**src/rtl/uart_sender_if.sv**
```systemverilog
// Peripheral-side signal bundle of the UART sender: write strobe/data, buffer
// status, and the serial line with its activity flag.
interface uart_sender_if;
  logic [7:0] TX_DATA;
  logic       TX_EN;
  logic       TX_STATUS;
  logic       tx;
  logic       busy;

  modport slave (
    input  TX_DATA,
    input  TX_EN,
    output TX_STATUS,
    output tx,
    output busy
  );

  modport master (
    output TX_DATA,
    output TX_EN,
    input  TX_STATUS,
    input  tx,
    input  busy
  );
endinterface

```
**src/rtl/uart_sender.sv**
```systemverilog
// 8N1 UART transmitter fed by a 4-entry byte FIFO; BAUD_DIV clocks per bit,
// back-to-back frames with no idle gap when the FIFO holds more bytes.
module uart_sender #(
  parameter int unsigned BAUD_DIV = 10416
) (
  input  logic          clk,
  input  logic          reset,
  uart_sender_if.slave  bus
);

  localparam logic [15:0] BAUD_LAST = 16'(BAUD_DIV - 1);

  typedef enum logic [1:0] {IDLE, START, DATA, STOP} state_t;

  state_t      state_reg, state_next;
  logic [15:0] baud_reg, baud_next;
  logic [2:0]  bit_reg, bit_next;
  logic [7:0]  shift_reg, shift_next;
  logic        tx_reg, tx_next;

  logic [7:0]  fifo_mem [4];
  logic [1:0]  rd_ptr_reg, wr_ptr_reg;
  logic [2:0]  count_reg;

  logic        push;
  logic        pop;
  logic        baud_end;

  // Fullness is judged before this edge's pop, so a full FIFO drops the
  // write even when a byte leaves on the same edge.
  assign push     = bus.TX_EN && (count_reg != 3'd4);
  assign baud_end = (baud_reg == BAUD_LAST);

  assign bus.tx        = tx_reg;
  assign bus.TX_STATUS = (count_reg != 3'd4);
  assign bus.busy      = (state_reg != IDLE) || (count_reg != 3'd0);

  always_ff @(posedge clk) begin
    if (push) begin
      fifo_mem[wr_ptr_reg] <= bus.TX_DATA;
    end
  end

  always_ff @(posedge clk or posedge reset) begin
    if (reset) begin
      rd_ptr_reg <= 2'd0;
      wr_ptr_reg <= 2'd0;
      count_reg  <= 3'd0;
    end else begin
      if (push) begin
        wr_ptr_reg <= wr_ptr_reg + 2'd1;
      end
      if (pop) begin
        rd_ptr_reg <= rd_ptr_reg + 2'd1;
      end
      case ({push, pop})
        2'b10:   count_reg <= count_reg + 3'd1;
        2'b01:   count_reg <= count_reg - 3'd1;
        default: count_reg <= count_reg;
      endcase
    end
  end

  always_ff @(posedge clk or posedge reset) begin
    if (reset) begin
      state_reg <= IDLE;
      baud_reg  <= 16'd0;
      bit_reg   <= 3'd0;
      shift_reg <= 8'd0;
      tx_reg    <= 1'b1;
    end else begin
      state_reg <= state_next;
      baud_reg  <= baud_next;
      bit_reg   <= bit_next;
      shift_reg <= shift_next;
      tx_reg    <= tx_next;
    end
  end

  always_comb begin
    state_next = state_reg;
    baud_next  = baud_reg;
    bit_next   = bit_reg;
    shift_next = shift_reg;
    pop        = 1'b0;
    tx_next    = 1'b1;

    case (state_reg)
      IDLE: begin
        baud_next = 16'd0;
        if (count_reg != 3'd0) begin
          pop        = 1'b1;
          shift_next = fifo_mem[rd_ptr_reg];
          state_next = START;
        end
      end
      START: begin
        if (baud_end) begin
          baud_next  = 16'd0;
          bit_next   = 3'd0;
          state_next = DATA;
        end else begin
          baud_next = baud_reg + 16'd1;
        end
      end
      DATA: begin
        if (baud_end) begin
          baud_next  = 16'd0;
          shift_next = shift_reg >> 1;
          if (bit_reg == 3'd7) begin
            state_next = STOP;
          end else begin
            bit_next = bit_reg + 3'd1;
          end
        end else begin
          baud_next = baud_reg + 16'd1;
        end
      end
      STOP: begin
        if (baud_end) begin
          baud_next = 16'd0;
          // Chain straight into the next start bit when more bytes wait.
          if (count_reg != 3'd0) begin
            pop        = 1'b1;
            shift_next = fifo_mem[rd_ptr_reg];
            state_next = START;
          end else begin
            state_next = IDLE;
          end
        end else begin
          baud_next = baud_reg + 16'd1;
        end
      end
      default: begin
        state_next = IDLE;
        baud_next  = 16'd0;
      end
    endcase

    // tx is registered from the state being entered so the line never glitches.
    case (state_next)
      START:   tx_next = 1'b0;
      DATA:    tx_next = shift_next[0];
      default: tx_next = 1'b1;
    endcase
  end

endmodule

```
**src/flat_wrapper.sv**
```systemverilog
// flat-port wrapper written by rule: the top's interface ports become plain ports
module uart_sender_flat 
#(
  parameter int unsigned BAUD_DIV = 10416
)
  (clk, reset, bus_TX_DATA, bus_TX_EN, bus_TX_STATUS, bus_tx, bus_busy);
  uart_sender_if bus_i ();
  input  logic clk;
  input  logic reset;
  input wire logic [$bits(bus_i.TX_DATA)-1:0] bus_TX_DATA;
  input wire logic [$bits(bus_i.TX_EN)-1:0] bus_TX_EN;
  output wire logic [$bits(bus_i.TX_STATUS)-1:0] bus_TX_STATUS;
  output wire logic [$bits(bus_i.tx)-1:0] bus_tx;
  output wire logic [$bits(bus_i.busy)-1:0] bus_busy;
  assign bus_i.TX_DATA = bus_TX_DATA;
  assign bus_i.TX_EN = bus_TX_EN;
  assign bus_TX_STATUS = bus_i.TX_STATUS;
  assign bus_tx = bus_i.tx;
  assign bus_busy = bus_i.busy;
  uart_sender #(.BAUD_DIV(BAUD_DIV)) u_core (.clk(clk), .reset(reset), .bus(bus_i));
endmodule
```
**config.mk**
```make
export PLATFORM = sky130hd
export DESIGN_NAME = uart_sender_flat
export DESIGN_NICKNAME = d
export VERILOG_FILES = /design/src/rtl/uart_sender_if.sv /design/src/rtl/uart_sender.sv /design/src/flat_wrapper.sv
export SDC_FILE = /design/constraint.sdc
export NUM_CORES = 1
export LEC_CHECK = 0
export ABC_AREA = 1
export BUFFER_PORTS_ARGS = -buffer_cell sky130_fd_sc_hd__buf_2
export CELL_PAD_IN_SITES_DETAIL_PLACEMENT = 1
export CELL_PAD_IN_SITES_GLOBAL_PLACEMENT = 1
export CORE_ASPECT_RATIO = 1.2
export CORE_MARGIN = 5
export CORE_UTILIZATION = 50
export DETAILED_ROUTE_END_ITERATION = 7
export GPL_ROUTABILITY_DRIVEN = 1
export GPL_TIMING_DRIVEN = 0
export PLACE_DENSITY_LB_ADDON = 0.1
export SYNTH_ARGS = -nofsm -noshare
export SYNTH_HDL_FRONTEND = slang
export SYNTH_SLANG_ARGS = --single-unit
```
**constraint.sdc**
```tcl
create_clock -name clk -period 5.3 [get_ports clk]
set_clock_uncertainty 0.1 [all_clocks]
set_input_delay 0.795 -clock clk [delete_from_list [all_inputs] [get_ports clk]]
set_output_delay 0.795 -clock clk [all_outputs]
set_load 0.01 [all_outputs]
```
### Yosys cells after proc, flatten, opt, wreduce, memory -nomap -nowiden

Memory sizes are Yosys's and may differ from the RTL's.
Index checks and enable logic that the tools add are counted.

* register bits after elaboration: 37
* bits in writable memories: 32
* bits of input ports: 11
* output and inout port bits: 3
* logic and storage cells: 65
* memories kept: 1

Memories
* u_core.fifo_mem: depth 4, bits a word 8, rd ports 1, clocked after memory_dff 0, wr ports 1, line uart_sender.sv:21 `logic [7:0] fifo_mem [4];`

* add/subtract/negate cells: 6
* eq/ne operators: 14
* multiplexer cells: 24
* reduce and logical (&&, ||, !) cells: 11

Operators with widths (number)
* $pmux W16 S2: 1
* $mux W8: 3
* $pmux W8 S3: 1
* $add A16 B1 Y16 const B: 1
* $eq A16 B14 Y1 const B: 1
* $mux W16: 1
* $pmux W3 S2: 2
* $mux W2: 5
* $mux W3: 3
* $eq A2 B2 Y1 const B: 4
* $pmux W2 S4: 1
* $add A3 B1 Y3 const B: 2
* $eq A2 B1 Y1 const B: 3
* $ne A2 B1 Y1 const B: 3
* $reduce_bool A2 Y1: 3
* $reduce_bool A3 Y1: 2
* $mux W1: 5
* $add A2 B1 Y2 const B: 2
* $pmux W1 S2: 2
* $reduce_and A4 Y1: 1
* $eq A3 B3 Y1 const B: 1
* $ne A3 B3 Y1 const B: 1
* $reduce_and A3 Y1: 1
* $reduce_or A3 Y1: 1
* 5 further kinds: 5

### Longest topological paths before layout

Gate-level depths: netlist of run 1.

* depth in word-level cells: 6
* gate-level depth with buffers: 14
* gate-level depth less buffers: 14

### Worst setup path after synthesis of run 1

Ideal clock, no wire load.

* kind: register to register
* from: register u_core.state_reg[0]
* to: register u_core.count_reg[2]
* setup time: 131 ps
* arrival time: 2296 ps
* data required time: 5069 ps
* slack: 2773 ps
* cell stages (with the launch flop): 12
* period minus slack after synthesis: 2527 ps
* cell sequence: dfrtp_1 -> inv_1 -> ha_1 -> clkbuf_1 -> nand2_1 -> a21oi_2 -> ha_1 -> inv_1 -> fa_1 -> a21oi_1 -> o21ai_0 -> xor2_1

* cells in the longest elaborated chain, start to end: 4
* elaborated cells between the ends (all ways): 7

Ends and longest elaborated chain
* start, declared: line uart_sender.sv:15 `state_t state_reg, state_next;`
* start signal, assigned: line uart_sender.sv:72 `state_reg <= state_next;`
* $eq A2 B2 Y1 / $logic_not A2 Y1 (equally long branches): line uart_sender.sv:88 `case (state_reg)`
* $pmux W1 S2 *: line uart_sender.sv:88
* net u_core.pop: line uart_sender.sv:26 `logic pop;`
* $eq A2 B1 Y1 / $eq A2 B2 Y1 (equally long branches): line uart_sender.sv:56 `case ({push, pop})`
* $pmux W3 S2 / $reduce_bool A2 Y1 (equally long branches)
* end signal, assigned: line uart_sender.sv:57 `2'b10: count_reg <= count_reg + 3'd1;`
* end signal, assigned: line uart_sender.sv:58 `2'b01: count_reg <= count_reg - 3'd1;`
* end signal, assigned: line uart_sender.sv:59 `default: count_reg <= count_reg;`
* end, declared: line uart_sender.sv:23 `logic [2:0] count_reg;`

The timed path passes the listed nets; every way through them passes the cells marked *.
A chain may end at the register's enable or synchronous reset.

### Worst setup path in the final report of run 1

* from: register u_core.state_reg[1]
* to: register u_core.count_reg[2]

Same word-level chain as after synthesis.

==> flow_metrics.tcl, run 1 <==
set metrics [dict create \
    placed_area_mm2 0.00380 \
    dp_hpwl_mm 5.65 \
    num_vias 2578 \
    start_util_pct 50.6 \
    drt_wl_total_mm 7.46 \
    io_buffers 13 \
    regArea_mm2 0.00189 \
    numClockSinks 69 \
    fp.dieH_um 103 \
    syn_nets 403 \
    grt_overflow 0 \
    cts-root-buf "clkbuf_8" \
    dieArea_mm2 0.00905 \
    cpPeakStageDelay_ns 0.48 \
    fin_cells 496 \
    hold_depth 1 \
    p_leak_nw 1.79 \
    synthXorXnorAreaFrac_pct 2.42 \
    coreArea_mm2 0.00715 \
    path_depth 11 \
    internal_power_mw 1.01 \
    fin_nets 427 \
    diodes 0 \
    place_inst 480 \
    synth-edff-count 32 \
    via_per_inst 5.20 \
    gp_congestion 0.761 \
    slew_violations 0 \
    r2r_start "u_core.state_reg[1]" \
    ys_top_cells_by_count "82 x nand2_1, 37 x inv_1, 36 x dfrtp_1, 36 x nor2_1, 32 x edfxtp_1" \
    synth_top_family_by_area "simple AND/OR/NAND/NOR gates" \
    mappedNetlistArea_mm2 0.00362 \
    hold_end "u_core.baud_reg[0]" \
    largest_reg_flops 32 \
    ys.flop_type "dfrtp_1" \
    timing.final.hold_violations 0 \
    die_w_um 87.7 \
    switching_share_pct 26.4 \
    setup_violations 0 \
    worst_slew_pin_slew_ns 0.820 \
    pin_count 14 \
    p_comb_share_pct 13.8 \
    worst_slack_ns 2.35 \
    status "finished, final reports clean" \
    cts_inserted_buffers 9 \
    ctsHoldBuffers 0 \
    synthSimpleGateAreaFrac_pct 27.4 \
    crit_fanout 10 \
    pwr-share-seq_pct 48.3 \
    total_power_mw 1.37 \
    ys_ff_latch 69 \
    setup_tns_ns 0 \
    cp.arrival_ns 3.09 \
    insertion_delay_ns 0.35 \
    required_ns 5.43 \
    crit_start "u_core.state_reg[1]" \
    ys_types 42 \
    synth_area_leaders "edfxtp_1 27%, dfrtp_1 25%, nand2_1 8.5%" \
    drc 0 \
    antenna_found_initial 0 \
    netSwitchingPower_uw 361 \
    endpoint_kind "flip-flop" \
    drtAntennaViolNets 0 \
    drv_cap 0 \
    post-route-period-util_pct 55.7 \
    postSynthCellCount 377 \
    slew_headroom_pct 45.3 \
    grtUsageTotal_pct 18.8 \
    hp-class "flip-flop to flip-flop" \
    hold_ws_ns 0.392 \
    dr.pass1.iters 6 \
    grt_max_degree 38 \
    yosys_warnings 0 \
    fin_area_mm2 0.00404 \
    reg2reg_slack_ns 2.35 \
    min-delay-start "u_core.baud_reg[0]" \
    ys_seq_area_share_pct 52.2 \
    multiInputGateArea_mm2 0.00152 \
    path_buf_inv 3 \
    startpoint_type "flip-flop" \
    post_cts_resize_count 0 \
    reg2regPathDepth 11 \
    cts_buffer_depth 2 \
    worst_r2r_endpoint "u_core.count_reg[2]" \
    path_cells "inv_1 > ha_1 > clkbuf_1 > nand2_1 > a21oi_2 > ha_1 > inv_1 > fa_1 > a21oi_1 > o21ai_0 > xor2_1" \
    finalCriticalPeriod_ns 2.95 \
    fmax_ghz 0.339 \
    fill_cells 830 \
    clkSlewWorstSetupHoldPaths_ns 0.09 \
    floorplan.rows 34 \
    async_flop_share_pct 53.6 \
    cts_tree "done" \
    synth_compound_area_share_pct 6.78 \
    synth.avg_cell_area_um2 9.60 \
    crit_slowest_cell "dfrtp_1" \
    power.density_mw_per_mm2 340 \
    dp_slack_ns 2.33 \
    power_frac_clock_pct 38.0 \
    ir_drop_v 0.000262 \
    drt_iter0_markers 51 \
    htree_levels 3 \
    drive_above_1_share_pct 19.7 \
    grt_pass1_vias 2851 \
    muxShareOfSynthArea_pct 0 \
    cts_setup_buffers 0 \
    synthAdderAreaFrac_pct 5.39 \
    yosys.area.top_type "edfxtp_1" \
    grt_pass1_wl_mm 13.0 \
    wl_per_cell_um 15.0 \
    syn_to_final_growth_pct 11.5 \
    synth.most_common_cell "nand2_1" \
    critical-path-top-delay-family "adder cells" \
    synth_top_area_share_pct 26.6 \
    final_util_pct 56.5 \
    rsz0062_at_grt "false" \
    criticalPathCategory "flip-flop to flip-flop" \
]
[worst max-delay path by stage]
stage / to
after CTS: u_core.count_reg[2]
after floorplan: u_core.count_reg[2]
final: u_core.count_reg[2]
after detailed placement: u_core.count_reg[2]
after global routing: u_core.count_reg[2]
after global placement: u_core.count_reg[2]
[power groups by stage]
stage	logic (mW)	registers (mW)	clock network [mW]
final	0.189	0.661	0.520
after global routing	0.220	0.667	0.560
after CTS	0.195	0.662	0.531
after detailed placement	0.194	0.672	0
after global placement	0.184	0.669	0
after floorplan	0.137	0.663	0
[cells by family after synthesis]
family                   count (synthesis)
AND/OR/NAND/NOR                        190
flip-flops                              69
buffers and inverters                   54
AO/OA/AOI/OAI                           39
adder cells (fa/ha/maj)                 15
XOR/XNOR                                10
[final cells by class]
cell class | instances | area share [%]
inverters | 47 | 4.40
clock inverters | 6 | 2.76
multi-input cells | 254 | 37.7
flip-flops and latches | 69 | 46.8
plain buffers | 7 | 0.806
repair buffers | 13 | 1.61
well taps | 90 | 2.79
clock buffers | 10 | 3.16
[worst register-to-register path: stages, from the launching register on]
cell and delay [ns]:
dfrtp_1 0.48, inv_1 0.20, ha_1 0.19, clkbuf_1 0.41
nand2_1 0.18, a21oi_2 0.25, ha_1 0.18, inv_1 0.06
fa_1 0.37, a21oi_1 0.14, o21ai_0 0.12, xor2_1 0.16
[placed cells by master, fill, tap and decap left out, types with 9 or more instances in the layout]
cell / synthesis / layout
nand2_1: 82 / 82
inv_1: 37 / 36
nor2_1: 36 / 36
dfrtp_1: 36 / 36
edfxtp_1: 32 / 32
nand3_1: 23 / 23
buf_2: 5 / 18
ha_1: 14 / 14
clkbuf_8: 0 / 9
[metal layers]
metal	global-route usage (%)	routed length, um	vias to the layer above
met5	0	0	-
met2	36.7	4240	26
met1	19.7	2960	1254
li1	-	-	1291
met4	6.38	88	0
met3	3.72	173	7
Power figures use the tool's default switching activity.
==> inputs of run 2 (changes only) <==
--- a/config.mk
+++ b/config.mk
@@ -5,13 +5,13 @@
 export SDC_FILE = /design/constraint.sdc
 export NUM_CORES = 1
 export LEC_CHECK = 0
-export ABC_AREA = 1
+export ABC_AREA = 0
 export BUFFER_PORTS_ARGS = -buffer_cell sky130_fd_sc_hd__buf_2
 export CELL_PAD_IN_SITES_DETAIL_PLACEMENT = 1
 export CELL_PAD_IN_SITES_GLOBAL_PLACEMENT = 1
 export CORE_ASPECT_RATIO = 1.2
 export CORE_MARGIN = 5
-export CORE_UTILIZATION = 50
+export CORE_UTILIZATION = 45
 export DETAILED_ROUTE_END_ITERATION = 7
 export GPL_ROUTABILITY_DRIVEN = 1
 export GPL_TIMING_DRIVEN = 0
==> constraint.sdc (replaced) <==
create_clock -name clk -period 2.5 [get_ports clk]
set_clock_uncertainty 0.1 [all_clocks]
set_input_delay 0.375 -clock clk [delete_from_list [all_inputs] [get_ports clk]]
set_output_delay 0.375 -clock clk [all_outputs]
set_load 0.01 [all_outputs]
==> run 2 against run 1 <==
Net effect: the flow now finishes with violations (negative setup slack); flip-flop and latch count is the same; largest power group unchanged; first-iteration DRC count rose by 12%; sequential share of layout area rose by 1.2 points; critical path type unchanged.
==> flow_metrics.tcl, run 2 <==
set metrics [dict create \
    synth_area_leaders "edfxtp_1 29%, dfrtp_1 27%, mux4_2 5.5%" \
    highest_layer "met4" \
    required_ns 2.68 \
    drc 0 \
    dr.pass1.iters 4 \
    insertion_delay_ns 0.35 \
    largest_reg_flops 32 \
    reg2regPathDepth 10 \
    fmax_ghz 0.365 \
    die_w_um 88.2 \
    cts_inserted_buffers 9 \
    synth.most_common_cell "dfrtp_1" \
    status "complete, but fails checks" \
    wl_met3_um 154 \
    synth.avg_cell_area_um2 12.0 \
    syn_nets 300 \
    ys_top_cells_by_count "36 x dfrtp_1, 34 x nand2_1, 32 x edfxtp_1, 21 x nor2_1, 20 x o21ai_0" \
    grtUsageTotal_pct 16.3 \
    grt_max_degree 38 \
    m1WireLength_mm 3.03 \
    grt_overflow 0 \
    violations "negative setup slack" \
    cts_tree "done" \
    fp.dieH_um 104 \
    r2r_start "u_core.baud_reg[8]" \
    worst_slack_ns -0.238 \
    slew_violations 0 \
    clkSlewWorstSetupHoldPaths_ns 0.08 \
    crit_fanout 4 \
    cp.arrival_ns 2.91 \
    via_per_inst 5.39 \
    hp-class "input pin to async pin" \
    pin_count 14 \
    multiInputGateArea_mm2 0.00142 \
    fill_cells 754 \
    fin_cells 410 \
    gp_congestion 0.724 \
    ys_ff_latch 69 \
    async_flop_share_pct 53.6 \
    num_vias 2209 \
    total_power_mw 2.83 \
    crit_start "u_core.baud_reg[8]" \
    final_common_cell "dfrtp_1" \
    floorplan.rows 34 \
    final_cell_mix "36 x dfrtp_1, 34 x nand2_1, 32 x edfxtp_1" \
    ir_drop_v 0.000491 \
    p_leak_nw 1.65 \
    coreArea_mm2 0.00719 \
    ys_seq_area_share_pct 57.2 \
    setup_violations 9 \
    synth-edff-count 32 \
    place_inst 378 \
    drv_cap 0 \
    dp_hpwl_mm 4.57 \
    setup_tns_ns -0.693 \
    antenna_found_initial 0 \
    regArea_mm2 0.00189 \
    cts_buffer_depth 2 \
    syn_to_final_growth_pct 19.3 \
    grt_pass1_wl_mm 11.5 \
    start_util_pct 45.9 \
    io_buffers 13 \
    postSynthCellCount 274 \
    dieArea_mm2 0.00915 \
    rsz0062_at_grt "true" \
    numClockSinks 69 \
    power.density_mw_per_mm2 718 \
    wl_met2_mm 3.58 \
    dp_slack_ns -0.509 \
    timing.final.hold_violations 0 \
    drtAntennaViolNets 0 \
    drive_above_1_share_pct 25.6 \
    diodes 0 \
    yosys_warnings 0 \
    slew_headroom_pct 47.3 \
    drt_iter0_markers 57 \
    synth_top_area_share_pct 29.1 \
    criticalPathCategory "flip-flop to flip-flop" \
    htree_levels 3 \
    post-route-period-util_pct 110 \
    ys_types 43 \
    yosys.area.top_type "edfxtp_1" \
    finalCriticalPeriod_ns 2.74 \
    cts-root-buf "clkbuf_8" \
    mappedNetlistArea_mm2 0.00330 \
    endpoint_kind "flip-flop" \
    grt_pass1_vias 2355 \
    startpoint_type "flip-flop" \
    drt_wl_total_mm 6.87 \
    wl_per_cell_um 16.8 \
    worst_slew_pin_slew_ns 0.790 \
    fin_nets 341 \
    ys.flop_type "dfrtp_1" \
]
==> run 2: changes by cell type after synthesis, sizes merged, moves of 4 or more <==
cell | before | now
mux4 | 0 | 8
xnor2 | 2 | 7
o21ai | 16 | 20
a31oi | 6 | 0
a21oi | 7 | 17
o22ai | 7 | 0
inv | 44 | 14
nor3b | 6 | 0
and3 | 0 | 7
or3 | 0 | 4
nand3 | 27 | 7
nor2 | 46 | 21
nand2 | 92 | 34
==> run 2: per-layer routing <==
layer | GRT usage, % | vias up
met5 | 0 | -
met4 | 5.51 | 0
met3 | 3.57 | 10
met2 | 26.6 | 23
met1 | 21.4 | 1112
li1 | - | 1064
==> run 2: where the power goes <==
| part | internal, mW | switching, mW | total, mW |
|---|---|---|---|
| Clock | 0.565 | 0.454 | 1.02 |
| Combinational | 0.152 | 0.250 | 0.401 |
| Sequential | 1.35 | 0.0624 | 1.41 |
==> run 2: per-stage QoR <==
step | utilization (%) | hold slack, ns | cell area, um^2
finish | 54.8 | 0.0672 | 3940
floorplan | - | 0.333 | 3330
CTS | 53.6 | 0.0956 | 3850
global placement | 48.8 | 0.358 | 3510
global route | 54.8 | 0.124 | 3940
detailed placement | 48.9 | 0.363 | 3520
==> run 2: critical path: stages, from the launching register on <==
cell     delay [ns]
dfrtp_1        0.43
or4b_4         0.58
nor4_4         0.31
nor2_4         0.07
nor3_4         0.19
ha_2           0.23
inv_2          0.04
fa_2           0.33
xor2_1         0.14
nor2_1         0.11
xor2_1         0.14
==> run 2: kinds of logic (layout without fill, tap and decap cells) <==
logic type                 count (synthesis)  after routing  synth area share [%]
AOI/OAI and AO/OA                         48             48                  9.14
buffers and inverters                     21             67                  2.54
muxes                                     10             10                  6.11
adders and majority gates                 15             15                  5.92
DFF                                       69             69                  57.2
and+or+nand+nor                           94             94                  14.6
xor gates and xnor gates                  17             17                  4.51
==> run 2: cell type report <==
cell class                      count  share of cell area (%)
Sequential cell                    69                    48.0
Clock inverter                      7                    2.45
Timing Repair Buffer               32                    5.47
Tap cell                           90                    2.86
Buffer                              5                   0.763
Clock buffer                        9                    3.15
Multi-Input combinational cell    184                    36.0
Inverter                           14                    1.33
==> run 2: timing repair <==
action / CTS / global route
setup endpoints to repair: 22 / 16
pin swaps: 10 / 6
hold buffers: 0 / 0
resized for setup: 18 / 9
setup buffers: 10 / 8
endpoints found under the hold margin: 0 / 0
==> run 2: final timing paths <==
check | endpoint | slack [ns]
worst max-delay path | u_core.count_reg[2] | -0.24
worst min-delay path | u_core.wr_ptr_reg[1] | 0.07
worst max register to register | u_core.count_reg[2] | -0.24
worst min register to register | u_core.baud_reg[0] | 0.37
max in group asynchronous | u_core.shift_reg[2] | 1.72
min in group clk | u_core.fifo_mem[1][3] | 0.14
